## config.mk

```make
export PLATFORM = sky130hd
export DESIGN_NAME = btb_update_ctrl
export DESIGN_NICKNAME = d
export VERILOG_FILES = /design/src/rtl/btb_update_ctrl.sv
export SDC_FILE = /design/constraint.sdc
export NUM_CORES = 1
export LEC_CHECK = 0
export BUFFER_PORTS_ARGS = -buffer_cell sky130_fd_sc_hd__buf_2
export CAP_MARGIN = 20
export CORE_ASPECT_RATIO = 1.4
export CORE_MARGIN = 4
export CORE_UTILIZATION = 35
export DETAILED_ROUTE_END_ITERATION = 12
export MAX_ROUTING_LAYER = met4
export SLEW_MARGIN = 5
export SYNTH_ARGS = -nofsm -noshare
export SYNTH_HDL_FRONTEND = slang
export SYNTH_SLANG_ARGS = --single-unit
export TNS_END_PERCENT = 20
```

## constraint.sdc

```tcl
create_clock -name clk -period 8.1 [get_ports clk]
set_clock_uncertainty 0.1 [all_clocks]
set_input_delay 0.81 -clock clk [delete_from_list [all_inputs] [get_ports clk]]
set_output_delay 0.81 -clock clk [all_outputs]
set_load 0.03 [all_outputs]
```

## src/rtl/btb_update_ctrl.sv

```systemverilog
// -----------------------------------------------------------------------------
// btb_update_ctrl
//
// Write-side controller for the fetch-stage branch target buffer. Update
// requests from taken conditional branches (resolved in MEM) and from jumps
// (resolved in EX) are queued in a small FIFO and drained onto the BTB's single
// write port at one write per cycle. On flush_req the controller discards the
// queue and walks every BTB entry, writing it invalid.
//
// Build option:
//   BTB_UPD_COALESCE_EN  when defined, an accepted request whose PC matches an
//                        entry still waiting in the queue updates that entry's
//                        target in place instead of pushing a duplicate.
//
// Ports:
//   clk         rising-edge clock
//   reset       synchronous, active-high reset
//   br_req      MEM-stage taken-branch update request (br_pc, br_target)
//   jmp_req     EX-stage jump update request (jmp_pc, jmp_target)
//   flush_req   invalidate the whole BTB
//   stall       requests are not accepted this cycle; requesters hold them
//   busy        invalidate walk in progress
//   btb_we      BTB write strobe
//   btb_idx     entry written
//   btb_pc      tag value written
//   btb_target  target written
//   btb_vld     valid bit written (0 during the walk)
// All outputs are registered.
// -----------------------------------------------------------------------------
module btb_update_ctrl #(
  parameter int BTB_SIZE   = 16,
  parameter int IDX_W      = 4,
  parameter int FIFO_DEPTH = 4
) (
  input  logic             clk,
  input  logic             reset,
  input  logic             br_req,
  input  logic [31:0]      br_pc,
  input  logic [31:0]      br_target,
  input  logic             jmp_req,
  input  logic [31:0]      jmp_pc,
  input  logic [31:0]      jmp_target,
  input  logic             flush_req,
  output logic             stall,
  output logic             busy,
  output logic             btb_we,
  output logic [IDX_W-1:0] btb_idx,
  output logic [31:0]      btb_pc,
  output logic [31:0]      btb_target,
  output logic             btb_vld
);

  localparam int SLOT_W = $clog2(FIFO_DEPTH);
  localparam int PTR_W  = SLOT_W + 1;
  localparam logic [IDX_W-1:0] LAST_IDX = IDX_W'(BTB_SIZE - 1);
  localparam logic [PTR_W-1:0] DEPTH_M1 = PTR_W'(FIFO_DEPTH - 1);

  typedef enum logic {
    IDLE,
    FLUSH
  } state_t;

  state_t state, state_n;

  // cnt is the table index being invalidated during the current FLUSH cycle.
  logic [IDX_W-1:0] cnt, cnt_n;

  // Pointers carry one extra wrap bit so full and empty are distinguishable.
  logic [PTR_W-1:0] wr_ptr, wr_ptr_n;
  logic [PTR_W-1:0] rd_ptr, rd_ptr_n;
  logic [PTR_W-1:0] count, count_n, wp;
  logic [SLOT_W-1:0] head;
  logic             fifo_empty, full_n;

  logic [31:0] q_pc    [FIFO_DEPTH];
  logic [31:0] q_tgt   [FIFO_DEPTH];
  logic [31:0] q_pc_n  [FIFO_DEPTH];
  logic [31:0] q_tgt_n [FIFO_DEPTH];

  logic             br_acc, jmp_acc;
  logic             br_push, jmp_push;

  logic             stall_n, busy_n, we_n, vld_n;
  logic [IDX_W-1:0] idx_n;
  logic [31:0]      pc_n, tgt_n;

`ifdef BTB_UPD_COALESCE_EN
  logic [SLOT_W-1:0] slot_off;
`endif

  assign head       = rd_ptr[SLOT_W-1:0];
  assign count      = wr_ptr - rd_ptr;
  assign fifo_empty = (wr_ptr[PTR_W-1] == rd_ptr[PTR_W-1]) &&
                      (wr_ptr[SLOT_W-1:0] == rd_ptr[SLOT_W-1:0]);

  // ---------------------------------------------------------------------------
  // Next-state, queue update and next-output logic
  // ---------------------------------------------------------------------------
  always_comb begin
    // NOTE: every variable written here gets a default first, so no path
    // leaves one unassigned and no latch is inferred.
    state_n  = state;
    cnt_n    = cnt;
    wr_ptr_n = wr_ptr;
    rd_ptr_n = rd_ptr;
    q_pc_n   = q_pc;
    q_tgt_n  = q_tgt;
    we_n     = 1'b0;
    idx_n    = '0;
    pc_n     = '0;
    tgt_n    = '0;
    vld_n    = 1'b0;
    wp       = wr_ptr;
    br_acc   = br_req & ~stall;
    jmp_acc  = jmp_req & ~stall;
    br_push  = br_acc;
    jmp_push = jmp_acc;
`ifdef BTB_UPD_COALESCE_EN
    slot_off = '0;
`endif

    unique case (state)
      IDLE: begin
        if (flush_req) begin
          // Flush wins over same-cycle requests and discards the queue.
          state_n  = FLUSH;
          cnt_n    = '0;
          wr_ptr_n = '0;
          rd_ptr_n = '0;
          we_n     = 1'b1;
        end else begin
`ifdef BTB_UPD_COALESCE_EN
          // Same PC from both sources collapses to one entry with the br target.
          if (br_acc && jmp_acc && (br_pc == jmp_pc)) begin
            jmp_push = 1'b0;
          end
          for (int i = 0; i < FIFO_DEPTH; i++) begin
            slot_off = SLOT_W'(i) - head;
            // The head leaves this cycle whenever the queue is non-empty, so
            // only entries queued behind it may absorb a new request.
            if ((slot_off != '0) && ({1'b0, slot_off} < count)) begin
              if (br_push && (q_pc[i] == br_pc)) begin
                q_tgt_n[i] = br_target;
                br_push    = 1'b0;
              end
              if (jmp_push && (q_pc[i] == jmp_pc)) begin
                q_tgt_n[i] = jmp_target;
                jmp_push   = 1'b0;
              end
            end
          end
`endif
          // Oldest first: queued head, else bypass a new request straight to
          // the write port so an empty queue costs one cycle of latency.
          if (!fifo_empty) begin
            we_n     = 1'b1;
            vld_n    = 1'b1;
            idx_n    = q_pc[head][IDX_W+1:2];
            pc_n     = q_pc[head];
            tgt_n    = q_tgt[head];
            rd_ptr_n = rd_ptr + PTR_W'(1);
          end else if (br_push) begin
            we_n    = 1'b1;
            vld_n   = 1'b1;
            idx_n   = br_pc[IDX_W+1:2];
            pc_n    = br_pc;
            tgt_n   = br_target;
            br_push = 1'b0;
          end else if (jmp_push) begin
            we_n     = 1'b1;
            vld_n    = 1'b1;
            idx_n    = jmp_pc[IDX_W+1:2];
            pc_n     = jmp_pc;
            tgt_n    = jmp_target;
            jmp_push = 1'b0;
          end

          // br is older in program order, so it takes the first free slot.
          if (br_push) begin
            q_pc_n[wp[SLOT_W-1:0]]  = br_pc;
            q_tgt_n[wp[SLOT_W-1:0]] = br_target;
            wp                      = wp + PTR_W'(1);
          end
          if (jmp_push) begin
            q_pc_n[wp[SLOT_W-1:0]]  = jmp_pc;
            q_tgt_n[wp[SLOT_W-1:0]] = jmp_target;
            wp                      = wp + PTR_W'(1);
          end
          wr_ptr_n = wp;
        end
      end

      FLUSH: begin
        // flush_req is ignored here; the walk always runs to the last entry.
        if (cnt == LAST_IDX) begin
          state_n = IDLE;
        end else begin
          cnt_n = cnt + IDX_W'(1);
          we_n  = 1'b1;
          idx_n = cnt_n;
        end
      end

      default: state_n = IDLE;
    endcase

    // stall is registered from post-edge occupancy so it never depends
    // combinationally on the request inputs.
    count_n = wr_ptr_n - rd_ptr_n;
    full_n  = (wr_ptr_n[PTR_W-1] != rd_ptr_n[PTR_W-1]) &&
              (wr_ptr_n[SLOT_W-1:0] == rd_ptr_n[SLOT_W-1:0]);
    busy_n  = (state_n == FLUSH);
    stall_n = busy_n | full_n | (count_n >= DEPTH_M1);
  end

  // ---------------------------------------------------------------------------
  // Control state and registered outputs
  // ---------------------------------------------------------------------------
  always_ff @(posedge clk) begin
    // NOTE: sequential state is updated with non-blocking assignments so every
    // register samples pre-edge values regardless of statement order.
    if (reset) begin
      state      <= IDLE;
      cnt        <= '0;
      wr_ptr     <= '0;
      rd_ptr     <= '0;
      stall      <= 1'b0;
      busy       <= 1'b0;
      btb_we     <= 1'b0;
      btb_idx    <= '0;
      btb_pc     <= '0;
      btb_target <= '0;
      btb_vld    <= 1'b0;
    end else begin
      state      <= state_n;
      cnt        <= cnt_n;
      wr_ptr     <= wr_ptr_n;
      rd_ptr     <= rd_ptr_n;
      stall      <= stall_n;
      busy       <= busy_n;
      btb_we     <= we_n;
      btb_idx    <= idx_n;
      btb_pc     <= pc_n;
      btb_target <= tgt_n;
      btb_vld    <= vld_n;
    end
  end

  // NOTE: queue storage is deliberately not reset; the pointers alone define
  // which slots hold live entries, so stale contents are never observed.
  always_ff @(posedge clk) begin
    for (int i = 0; i < FIFO_DEPTH; i++) begin
      q_pc[i]  <= q_pc_n[i];
      q_tgt[i] <= q_tgt_n[i];
    end
  end

endmodule

```

# --- Word-level counts from Yosys, hierarchy flattened ---
# Index checks and enable logic that the tools add are counted.
classes:
  n_addsub: 5
  n_lt_le_gt_ge: 6
  eq_ne: 7
  muxes: 61
  n_bitwise: 10
  reduce_logical: 7
op_table:
  columns: ["op", "n"]
  rows:
  - ["2-to-1 mux 128 bit", 8]
  - ["bitwise mux 128 bit", 4]
  - ["2-to-1 mux 32 bit", 12]
  - ["binary-select mux 32 bit (select 2 bit)", 2]
  - ["demux 32 bit (select 2 bit)", 2]
  - ["2-to-1 mux 4 bit", 7]
  - ["2-to-1 mux 3 bit", 9]
  - ["one-hot mux 4 bit (2 select lines)", 2]
  - ["2-to-1 mux 1 bit", 13]
  - ["adder 3 x 1 -> 3 bit (second input constant)", 3]
  - [">= comparator 3 bit (second input constant)", 3]
  - ["NOT 2 -> 3 bit", 3]
  - ["< comparator 3 x 1 -> 1 bit (second input constant)", 2]
  - ["adder 4 x 1 -> 4 bit (second input constant)", 1]
  - ["equality test 2 bit", 2]
  - ["equality test 4 bit (second input constant)", 1]
  - ["logical AND 1 bit", 4]
  - ["inequality test 2 bit (second input constant)", 2]
  - ["one-hot mux 1 bit (2 select lines)", 2]
  - ["AND reduction 2 bit", 2]
  - [">= comparator 3 x 2 -> 1 bit (second input constant)", 1]
  - ["NOT 1 bit", 3]
  - ["OR reduction 3 bit", 1]
  - ["subtractor 3 bit", 1]
  - ["4 further kinds", 6]
totals:
  register_bits: 338
  in_bits: 133
  out_inout_bits: 72
  wordCells: 114

# --- Longest topological paths before layout ---
logic_depth:
  depth_word: 16
  depth_mapped: 20
  ltp_nobuf: 17

# --- Worst setup path before layout ---
# No wires, ideal clock.
synth_timing:
  path_type: "in2reg"
  start: "in flush_req"
  end: "reg stall"
  setup_ns: 0.125
  arrival_ns: 8.056
  t_required_ns: 7.875
  setup_slack_ns: -0.181
  cell_stages: 11
  cell_sequence: "or2_2 inv_1 o2111ai_1 o21ai_1 xor2_1 ha_1 nor2b_1 nor3_1 nand4b_1 o311a_1 nand3_1"
synth_between:
  elab_chain_cells: 6
synth_rtl:
  columns: ["item", "line_no", "rtl"]
  rows:
  - ["from (decl)", "43", "input logic flush_req,"]
  - ["branches (longest 5 deep; another with subtractor 3 bit)", null, null]
  - ["OR 1 bit (*)", "213", "stall_n = busy_n | full_n | (count_n >= DEPTH_M1);"]
  - ["to (signal assigned)", "239", "stall <= stall_n;"]
  - ["to (decl)", "44", "output logic stall,"]
# Mark *: on every way between the ends.
# A chain may end at the register's enable or synchronous reset.

# --- Worst setup path in the final report ---
layout_timing:
  start: "reg rd_ptr[1]"
  end: "reg stall"
layout_rtl:
  columns: ["item", "line_no", "rtl"]
  rows:
  - ["from (decl)", "70", "logic [PTR_W-1:0] rd_ptr, rd_ptr_n;"]
  - ["from (signal assigned)", "238", "rd_ptr <= rd_ptr_n;"]
  - ["equality test 2 bit (*)", "94", "(wr_ptr[SLOT_W-1:0] == rd_ptr[SLOT_W-1:0]);"]
  - ["logical AND 1 bit (*)", "93", "assign fifo_empty = (wr_ptr[PTR_W-1] == rd_ptr[PTR_W-1]) &&"]
  - ["2-to-1 mux 3 bit (*)", "155", "if (!fifo_empty) begin"]
  - ["2-to-1 mux 3 bit (*)", "124", "if (flush_req) begin"]
  - ["2-to-1 mux 3 bit (*)", "122", "unique case (state)"]
  - ["via rd_ptr_n[0]", "70", null]
  - ["branches (longest 3 deep; another with subtractor 3 bit)", null, null]
  - ["OR 1 bit (*)", "213", null]
# Mark *: on every way through the listed nets, which the timed path passes. The select of a mux whose other input is x is not followed.

==> results.toml <==
[status]
status = "finished, final reports clean"

[worst_setup_path]
capture_instance_of_the_worst_register_to_register_path = "stall$_SDFF_PP0_"
rr_startpoint = "rd_ptr[1]$_SDFF_PP0_"
timing.critical_path.to_type = "flop"
worstSetupPathType = "flop to flop"
timing.critical_path.required_ps = 8420
worst-r2r-setup-slack_ps = 3720
r2r.worst_path.cells = 14
worstPathMaxFanout = 63
worst_ep_arrival_time_ps = 4710
crit_path_start_kind = "flop"

[drt]
post-route-drc-count = 0
vias = 13700
drtIter0Drc = 1190
detailedRoute.firstPassIterationCount = 5
routed_via_density = 5.45
detail_route.wl_per_cell_um = 22.2
finalWirelength_um = 55800
drt.antenna.violating_nets = 0

[global_routing]
grt_max_degree = 192
grt_use_total = 0.193
grt_pass1_vias = 13600
global_route.overflow_total = 0
number_of_antenna_violations_at_the_first_check_in_global_routing = 19
grt_pass1_wl_um = 83900

[timing]
crit_path_time_final_ps = 4380
finalSetupViolCount = 0
finalHoldViolations = 0
grt_setup_unrepaired = "no"
max_slew.worst_pin.slew_ps = 1170
max_freq_mhz = 228
final.period_utilization = 0.541
fin_tns_setup_ps = 0
slew_violations = 0
relSlewSlack = 0.220
final_critical_path_setup_slack_ps = 3720

[synthesis]
synth_cell_type_count = 51
synth_area_leaders = "sky130_fd_sc_hd__edfxtp_1 41%, sky130_fd_sc_hd__mux2i_1 14%, sky130_fd_sc_hd__dfxtp_1 8.8%, sky130_fd_sc_hd__mux4_2 7.7%, sky130_fd_sc_hd__a21oi_1 7.2%"
postSynth.topFlopCell = "sky130_fd_sc_hd__edfxtp_1"
synth_enable_flop_cells = 256
cell_area_after_technology_mapping_um2 = 18700
number_of_instances_in_the_synthesized_netlist = 1640
synth_seq_area_share = 0.500
post-synth-top-area-fraction = 0.412
yosysMostFrequentCell = "sky130_fd_sc_hd__nor2_1"
synthesis.area_per_instance_um2 = 11.4
synth_top_cell_by_area = "sky130_fd_sc_hd__edfxtp_1"
synthesis.yosys.warnings = 0
netlist_top_cells_count = "336 x sky130_fd_sc_hd__nor2_1, 269 x sky130_fd_sc_hd__a21oi_1, 259 x sky130_fd_sc_hd__mux2i_1"
postSynthRegisterBits = 338
synth_nets = 1786
synthArstFlopShare = 0

[clock_network]
cts_made_buffers = 37
cts_hold_fix_bufs = 0
h-tree-depth = 2
cts.clk_slew.worst_paths_ps = 60
insertion_delay_ps = 540
cts_max_path_buffers = 3
tritoncts = "yes"
ctsRootBufferMaster = "sky130_fd_sc_hd__clkbuf_16"
cts.sink_count = 338
postCtsSetupBuffers = 0
cts_resized = 0

[layout]
area_delta_synth_final_pct = 12.9
design.final.nets = 1906
num-fill-cells = 5103
seq_area_um2 = 9340
area_of_combinational_cells_with_multiple_inputs_um2 = 8360
post_route_cells_drive_above_1_share = 0.202

[pwr]
peak_supply_drop_mv = 0.119
power.leakage_uw = 0.00927
power_density_nw_per_um2 = 211

[worst_hold_path]
worstHoldPathType = "flop to flop"
min_delay_path_depth = 2
min_to = "cnt[0]$_SDFFE_PP0P_"
worst_hold_startpoint = "cnt[0]$_SDFFE_PP0P_"

[placed_design]
detailedPlace.worstSlack_ps = 3590
gp_congestion = 0.782
dp_hpwl_um = 31100
io_buffers = 204

[floorplan]
dieWidth_um = 203
die_h_um = 281
placement_rows = 99
io_pins = 205
initial_core_util = 0.356
core_region_um2 = 52400
dieArea_um2 = 57100

[flow_run]
max-cap-violations = 0
## critical path, stage by stage (launching register included)
cell                       delay, ps
sky130_fd_sc_hd__dfxtp_4         840
sky130_fd_sc_hd__xor2_1          390
sky130_fd_sc_hd__or3_4           370
sky130_fd_sc_hd__buf_4           850
sky130_fd_sc_hd__nor2_1           60
sky130_fd_sc_hd__o21ai_0         170
sky130_fd_sc_hd__o31ai_1         120
sky130_fd_sc_hd__ha_1            240
sky130_fd_sc_hd__inv_1            50
sky130_fd_sc_hd__ha_1            210
sky130_fd_sc_hd__nor2b_1         140
sky130_fd_sc_hd__nor3_1          280
sky130_fd_sc_hd__nand4b_1        160
sky130_fd_sc_hd__o311a_1         190
sky130_fd_sc_hd__nand3_1          70
## power breakdown
part	switching, uW	internal [uW]	total [uW]
logic	386	239	624
registers	60.0	2010	2070
clock network	735	1020	1760
total	1180	3270	4450
## placed cells by master (no fill, tap or decap), types with 13 or more instances in the layout
cell type,synthesis,layout
sky130_fd_sc_hd__ha_1,13,13
sky130_fd_sc_hd__nor3_1,68,67
sky130_fd_sc_hd__buf_2,36,204
sky130_fd_sc_hd__buf_4,1,14
sky130_fd_sc_hd__mux4_2,64,64
sky130_fd_sc_hd__edfxtp_1,256,256
sky130_fd_sc_hd__nor2_1,336,336
sky130_fd_sc_hd__mux2i_1,259,259
sky130_fd_sc_hd__diode_2,0,18
sky130_fd_sc_hd__a21oi_1,269,269
sky130_fd_sc_hd__clkbuf_16,0,39
sky130_fd_sc_hd__a221oi_1,60,60
sky130_fd_sc_hd__dfxtp_1,82,80
## state kept, by name (all words and copies together) (netlist names)
name / count
q_pc: 128
btb_target: 32
btb_vld: 1
rd_ptr: 3
state: 1
btb_idx: 4
q_tgt: 128
wr_ptr: 3
stall: 1
cnt: 4
btb_we: 1
btb_pc: 32
## layer usage
| metal | up-vias | share of wire | GRT usage |
|---|---|---|---|
| met4 | 0 | 0.026 | 0.0623 |
| li1 | 6440 | - | - |
| met5 | - | 0 | - |
| met2 | 448 | 0.49 | 0.324 |
| met1 | 6713 | 0.42 | 0.235 |
| met3 | 88 | 0.064 | 0.0381 |
## per-stage QoR
step	power [uW]	hold slack [ps]	cells	area, um2	utilization
after floorplan	2530	349	1640	18700	-
after global placement	2720	391	2428	19800	0.378
after detailed placement	2740	410	2428	19800	0.378
after CTS	4490	425	2495	21000	0.401
after global routing	4630	463	2513	21100	0.402
final	4450	429	2513	21100	0.402
## layout make-up
cell class / count / share of cell area
inverter: 8 / 0.00160
timing repair buffer: 220 / 0.0553
clock inverter: 14 / 0.00629
multi-input combinational: 1155 / 0.397
tap: 707 / 0.0420
sequential: 338 / 0.443
antenna: 18 / 0.00214
clock buffer: 53 / 0.0526
## worst max-delay path by stage
| stage | end | cells after the start | from | slack, ps |
|---|---|---|---|---|
| 6_report | stall$_SDFF_PP0_ | 14 | rd_ptr[1]$_SDFF_PP0_ | 3720 |
| 5_1_grt | stall$_SDFF_PP0_ | 14 | rd_ptr[1]$_SDFF_PP0_ | 3410 |
| 4_1_cts | stall$_SDFF_PP0_ | 15 | rd_ptr[0]$_SDFF_PP0_ | 3740 |
| 3_5_place_dp | stall$_SDFF_PP0_ | 16 | br_req | 3590 |
| 3_3_place_gp | stall$_SDFF_PP0_ | 16 | br_req | 3600 |
| 2_1_floorplan | stall$_SDFF_PP0_ | 10 | flush_req | 1780 |
## cell families (layout without fill, tap and decap cells)
family          Yosys count  count (layout)  share of synthesized area
xor+xnor                  8               8                    0.00416
flops                   338             338                      0.500
mux                     323             323                      0.216
fa+ha+maj                14              14                    0.00925
compound gates          364             364                      0.114
buf+inv                 147             295                     0.0543
other cells               0              18                          0
simple gates            446             446                      0.102
(Power assumes the default switching activity.)
